--- src/rtl/toggle_period_meter.sv ---
// Toggle period meter: synchronises an async toggle input,
// times rise-to-rise spacing in clk cycles, hands results out on valid/ready.
module toggle_period_meter #(
  parameter int CNT_W       = 16,
  parameter int SYNC_STAGES = 2
) (
  input  logic             clk,
  input  logic             clr,
  input  logic             t_in,
  input  logic             en,
  output logic [CNT_W-1:0] period,
  output logic             period_valid,
  input  logic             period_ready,
  output logic             overflow,
  output logic             drop_err,
  output logic [7:0]       edge_count,
  output logic             busy
);

  localparam logic [1:0] S_IDLE    = 2'd0;
  localparam logic [1:0] S_ARMED   = 2'd1;
  localparam logic [1:0] S_MEASURE = 2'd2;

  localparam logic [CNT_W-1:0] CNT_MAX = '1;
  localparam logic [CNT_W-1:0] CNT_ONE = CNT_W'(1);

  logic [SYNC_STAGES-1:0] r_sync;
  logic                   r_dly;
  logic [1:0]             r_state;
  logic [CNT_W-1:0]       r_cnt;
  logic                   r_ovf;

  logic       w_rise;
  logic       w_slot_free;
  logic       w_res_load;
  logic [1:0] w_state_nxt;

  assign w_rise      = r_sync[SYNC_STAGES-1] & ~r_dly;
  assign w_slot_free = ~period_valid | period_ready;
  assign w_res_load  = en & (r_state == S_MEASURE) & w_rise;

  // Synchroniser chain plus one delay flop for rise detection
  always_ff @(posedge clk) begin
    if (clr) begin
      r_sync <= '0;
      r_dly  <= 1'b0;
    end else begin
      r_sync <= {r_sync[SYNC_STAGES-2:0], t_in};
      r_dly  <= r_sync[SYNC_STAGES-1];
    end
  end

  // Next-state decode; dropping en wins over a rise
  always_comb begin
    w_state_nxt = r_state;
    unique case (r_state)
      S_IDLE: begin
        if (en) w_state_nxt = S_ARMED;
      end
      S_ARMED: begin
        if (!en)        w_state_nxt = S_IDLE;
        else if (w_rise) w_state_nxt = S_MEASURE;
      end
      S_MEASURE: begin
        if (!en) w_state_nxt = S_IDLE;
      end
      default: w_state_nxt = S_IDLE;
    endcase
  end

  // State, busy, period counter, overflow flag and edge counter
  always_ff @(posedge clk) begin
    if (clr) begin
      r_state    <= S_IDLE;
      busy       <= 1'b0;
      r_cnt      <= '0;
      r_ovf      <= 1'b0;
      edge_count <= 8'd0;
    end else begin
      r_state <= w_state_nxt;
      busy    <= (w_state_nxt != S_IDLE);
      if (!en) begin
        r_cnt <= '0;
        r_ovf <= 1'b0;
      end else begin
        unique case (r_state)
          S_ARMED: begin
            if (w_rise) begin
              r_cnt      <= CNT_ONE;
              r_ovf      <= 1'b0;
              edge_count <= edge_count + 8'd1;
            end
          end
          S_MEASURE: begin
            if (w_rise) begin
              r_cnt      <= CNT_ONE;
              r_ovf      <= 1'b0;
              edge_count <= edge_count + 8'd1;
            end else if (r_cnt == CNT_MAX) begin
              r_ovf <= 1'b1;
            end else begin
              r_cnt <= r_cnt + CNT_ONE;
            end
          end
          default: begin
            r_cnt <= '0;
            r_ovf <= 1'b0;
          end
        endcase
      end
    end
  end

  // Single-entry result slot with sticky drop flag
  always_ff @(posedge clk) begin
    if (clr) begin
      period       <= '0;
      overflow     <= 1'b0;
      period_valid <= 1'b0;
      drop_err     <= 1'b0;
    end else if (w_res_load && w_slot_free) begin
      period       <= r_cnt;
      overflow     <= r_ovf;
      period_valid <= 1'b1;
    end else begin
      if (w_res_load) drop_err <= 1'b1;
      if (period_valid && period_ready) period_valid <= 1'b0;
    end
  end

endmodule

--- config.mk ---
export PLATFORM = sky130hd
export DESIGN_NAME = toggle_period_meter
export DESIGN_NICKNAME = d
export VERILOG_FILES = /design/src/rtl/toggle_period_meter.sv
export SDC_FILE = /design/constraint.sdc
export NUM_CORES = 1
export LEC_CHECK = 0
export CORE_MARGIN = 2
export CORE_UTILIZATION = 45
export CTS_BUF_LIST = sky130_fd_sc_hd__clkbuf_4 sky130_fd_sc_hd__clkbuf_8 sky130_fd_sc_hd__clkbuf_16
export CTS_CLUSTER_DIAMETER = 60
export CTS_CLUSTER_SIZE = 40
export DETAILED_ROUTE_END_ITERATION = 6
export PLACE_DENSITY_LB_ADDON = 0.15
export SLEW_MARGIN = 25
export SYNTH_ARGS = -nofsm -noshare
export SYNTH_HDL_FRONTEND = slang
export SYNTH_SLANG_ARGS = --single-unit
--- constraint.sdc ---
create_clock -name clk -period 3 [get_ports clk]
set_clock_uncertainty 0.1 [all_clocks]
set_input_delay 0.6 -clock clk [delete_from_list [all_inputs] [get_ports clk]]
set_output_delay 0.6 -clock clk [all_outputs]
set_load 0.1 [all_outputs]
After elaboration in Yosys (flattened, before gate mapping)
Cells that the tools add are included.
{"block": "totals", "ff_bits": 50, "out_inout_bits": 28, "wordCells": 53}
{"block": "op_classes", "add_sub_neg": 2, "n_eq_ne": 6, "muxes": 15, "bitwise": 8, "reduce_logical": 11}
{"cell": "$mux 16", "n": 3}
{"cell": "$pmux 16 s2", "n": 1}
{"cell": "$add 16x1->16 const B", "n": 1}
{"cell": "$eq 16x16->1 const B", "n": 1}
{"cell": "$add 8x1->8 const B", "n": 1}
{"cell": "$mux 2", "n": 4}
{"cell": "$pmux 2 s3", "n": 1}
{"cell": "$reduce_and 2->1", "n": 3}
{"cell": "$mux 1", "n": 5}
{"cell": "$not 1->1", "n": 4}
{"cell": "$reduce_bool 2->1", "n": 2}
{"cell": "$reduce_or 2->1", "n": 2}
{"cell": "$and 1x1->1", "n": 3}
{"cell": "$ne 3x2->1 const B", "n": 1}
{"cell": "$ne 3x3->1 const B", "n": 1}
{"cell": "$reduce_and 3->1", "n": 1}
{"cell": "$eq 2x1->1 const B", "n": 1}
{"cell": "$eq 2x2->1 const B", "n": 1}
{"cell": "$logic_and 1x1->1", "n": 2}
{"cell": "$logic_not 2->1", "n": 1}
{"cell": "$ne 2x2->1 const B", "n": 1}
{"cell": "$pmux 1 s2", "n": 1}
{"cell": "$or 1x1->1", "n": 1}

Longest topological paths before layout
{"block": "logic_depth", "depth_word": 6, "ltp_mapped": 8}

Worst setup path before layout
Ideal clock, no wire load.
{"block": "synth_timing", "kind": "reg2reg", "startpoint": "reg period_valid", "endpoint": "reg period[15]", "t_arrival_ns": 1.903, "t_required_ns": 2.829, "setup_slack_ns": 0.927, "path_stages_with_launch": 6, "cell_sequence": "dfxtp_1 -> nand2b_1 -> nand4_1 -> clkbuf_1 -> nand2_1 -> a21oi_1"}
{"block": "synth_via", "elab_chain_cells": 3}
{"item": "from (decl)", "line": "12", "source": "output logic period_valid,"}
{"item": "from (signal assigned)", "line": "119", "source": "period_valid <= 1'b0;"}
{"item": "from (signal assigned)", "line": "124", "source": "period_valid <= 1'b1;"}
{"item": "from (signal assigned)", "line": "127", "source": "if (period_valid && period_ready) period_valid <= 1'b0;"}
{"item": "$not 1->1", "line": "39", "source": "assign w_slot_free = ~period_valid | period_ready;"}
{"item": "$or 1x1->1", "line": "39"}
{"item": "$logic_and 1x1->1", "line": "121", "source": "end else if (w_res_load && w_slot_free) begin"}
{"item": "to (signal assigned)", "line": "122", "source": "period <= r_cnt;"}
{"item": "to (decl)", "line": "11", "source": "output logic [CNT_W-1:0] period,"}
No other way between the ends.
A chain may end at the register's enable or synchronous reset.

Final worst setup path
{"block": "layout_timing", "startpoint": "in en", "endpoint": "reg r_cnt[13]"}
{"block": "layout_via", "elab_chain_cells": 2}
{"item": "from (decl)", "line": "10", "source": "input logic en,"}
{"item": "$not 1->1 (no line)"}
{"item": "$reduce_or 2->1 (no line)"}
{"item": "to (signal assigned)", "line": "102", "source": "r_cnt <= r_cnt + CNT_ONE;"}
{"item": "to (decl)", "line": "30", "source": "logic [CNT_W-1:0] r_cnt;"}
No other way between the ends.

==> flow_summary.toml <==
[detailed_routing]
ant_nets = 0
drcViolationCount = 0
firstDrtPassIters = 4
drtIter0Drc = 83
via_per_inst = 5.34
vias = 1966
wl_um = 4850
wl_per_cell_um = 13.2

[placement]
numPortBuffers = 32
place_congestion = 0.800
dp_hpwl_um = 3460

[floorplanning]
dieArea_mm2 = 0.00561
core_mm2 = 0.00479
io_pins = 33
die_w_um = 74.9
die_y_um = 74.9
initial_core_util = 0.473
rows = 25

[timing]
grt_setup_unrepaired = "false"
min_period_ns = 2.16
final-setup-viol-count = 0
finalCritPeriodShare = 0.720
max-slew-margin-rel = 0.479
drv_slew = 0
worst_pin_slew_ns = 0.775
hold_violations = 0
fin_setup_tns_ns = 0
fmax_mhz = 463

[global_route]
grt_pass1_wl_um = 8260
grt_pass1_vias = 1735
antenna_found_initial = 0
grtUsageTotal = 0.191
grt-ovfl-total = 0
grt_max_degree = 33

[finish]
fillers = 482
drive_above_1_share = 0.159
utilization = 0.546
finalNetCount = 311
area_delta_synth_final_pct = 15.5
diodes = 0

[synth]
syn-instance-count = 275
synth_top_area_cell = "dfxtp_1"
syn_area_per_cell_um2 = 8.23
synth_edf_count = 0
async_flop_share = 0
syn_nets = 286
synth_top_area_share = 0.442
netlist_area_mm2 = 0.00226
synth_flop_cell = "dfxtp_1"
synthTopCellsByArea = "dfxtp_1 44%, nand2_1 7.5%, a21oi_1 6.4%, nor2_1 3.8%, o21ai_0 3.8%"
yosys_warnings = 0
yosysSeqAreaShare = 0.442
synth.distinct_cells = 45
ys_seq_elements = 50

[clocking]
cts.sinks = 50
clockBufferDepth = 2
ctsResizeCount = 0
ctsHoldBuffers = 0
clock_latency_ns = 0.31
htree_levels = 2
post_cts_buffers = 0
cts_inserted_buffers = 5
cts_tree = "yes"
cts.clk_slew.worst_paths_ns = 0.10
cts-root-buf = "clkbuf_8"

[status]
status = "finished clean"

[worst_setup_path]
crit_path_end = "r_cnt[13]"
crit_fanout = 7
ff2ff_setup_slack_ns = 0.89
reg2reg_from = "r_state[0]"
crit_buf_inv = 1
crit_required_ns = 3.15
critPathTopFamily = "simple AND/OR/NAND/NOR gates"
critPathArrivalTime_ns = 2.31
cpPeakStageDelay_ns = 0.49
reg2reg_to = "r_cnt[13]"
end_kind = "flop"
startpoint = "en"
reg2regPathDepth = 6
start_kind = "input port"
critical_path_class = "input port to flop"
crit_path_cell_trace = "clkdlybuf4s50_1 -> nor2b_4 -> nand4_1 -> nor3_1 -> nand3_1 -> o21ai_1"
worstSetupPathDepth = 6
slowest_stage = "nor3_1"

[power_and_ir_drop]
power.static_leakage_uw = 0.000980
ir_worst_vdd_mv = 0.214
powerDensity_mw_per_mm2 = 435

[worst_hold_path]
whs_path_depth = 1
hp-class = "flop to flop"

[job]
max-cap-violations = 0
-- stage by stage --
| step | area, um2 | std cells | hold WS [ns] | setup slack (ns) | total power, uW |
|---|---|---|---|---|---|
| after floorplan | 2260 | 275 | 0.314 | 0.927 | 734 |
| after global placement | 2530 | 360 | 0.317 | 0.534 | 750 |
| after detailed placement | 2530 | 360 | 0.330 | 0.527 | 750 |
| after CTS | 2620 | 368 | 0.350 | 0.867 | 1150 |
| after global routing | 2620 | 368 | 0.365 | 0.620 | 1180 |
| final | 2620 | 368 | 0.348 | 0.841 | 1140 |
-- worst min path at each step --
stage              start        end
6_report       r_sync[0]  r_sync[1]
5_1_grt        r_sync[0]  r_sync[1]
4_1_cts        r_sync[0]  r_sync[1]
3_5_place_dp   r_sync[0]  r_sync[1]
3_3_place_gp   r_sync[0]  r_sync[1]
2_1_floorplan  r_sync[0]  r_sync[1]
-- layout by cell type, fill, tap and decap left out, types with 3 or more instances in the layout --
cell             count
nor2b_1              6
o21ai_0             17
clkbuf_8             5
inv_1                3
nand2b_1             4
o211ai_1             3
nand2_1             45
ha_1                 6
and3_1               3
a31oi_1              4
clkdlybuf4s50_1      4
nand4_1              7
a21oi_1             29
o21ai_1              3
nor2_1              23
dfxtp_1             50
xor2_1               5
buf_4               33
o31ai_1              3
nand3_1             13
nor3_1               3
-- layer usage --
layer  up-vias  GRT usage  routed length, um
li1       1008          -                  -
met3         5     0.0415                250
met4         0     0.0595                 48
met5         -          0                  0
met2        59      0.279               2150
met1       894      0.282               2400
-- kinds of logic (layout without fill, tap and decap cells) --
family,after synthesis,count (layout),share of synthesized area
AOI/OAI and AO/OA,69,69,0.175
and+or+nand+nor,120,120,0.265
adders and majority gates,6,6,0.0332
buffers and inverters,22,48,0.0525
DFF,50,50,0.442
muxes,1,1,0.00442
xor gates and xnor gates,7,7,0.0271
-- worst reg2reg max path, stage by stage, from the launching register on --
cell and delay, ns:
dfxtp_1 0.36, inv_1 0.10, ha_1 0.40, nand4_1 0.32
nor3_1 0.49, nand3_1 0.14, o21ai_1 0.14
-- state kept, by name (all words and copies together), names as in the netlist --
name and cells:
busy 1, drop_err 1, edge_count 8, overflow 1, period 16, period_valid 1
r_cnt 16, r_dly 1, r_ovf 1, r_state 2, r_sync 2
-- report_power, final --
group          switching, uW  internal, uW
registers               3.45           668
clock network            237           165
logic                   42.8          20.9
-- synthesized netlist by cell type, types with 3 or more instances --
library cell   n
a21oi_1       29
a31oi_1        4
and3_1         3
buf_2          5
buf_6          3
clkbuf_1       9
dfxtp_1       50
ha_1           6
inv_1          3
nand2_1       45
nand2b_1       4
nand3_1       13
nand4_1        7
nor2_1        23
nor2b_1        6
nor3_1         3
o211ai_1       3
o21ai_0       17
o21ai_1        3
o31ai_1        3
xor2_1         5
-- cell type report --
| cell class | count | area (um2) | share of cell area |
|---|---|---|---|
| multi-input cells | 203 | 1140 | 0.437 |
| flip-flops and latches | 50 | 1000 | 0.383 |
| repair buffers | 37 | 288 | 0.110 |
| well taps | 67 | 83.8 | 0.0321 |
| clock buffers | 5 | 68.8 | 0.0263 |
| clock inverters | 3 | 18.8 | 0.00718 |
| inverters | 3 | 11.3 | 0.00431 |
(Power assumes the default switching activity.)
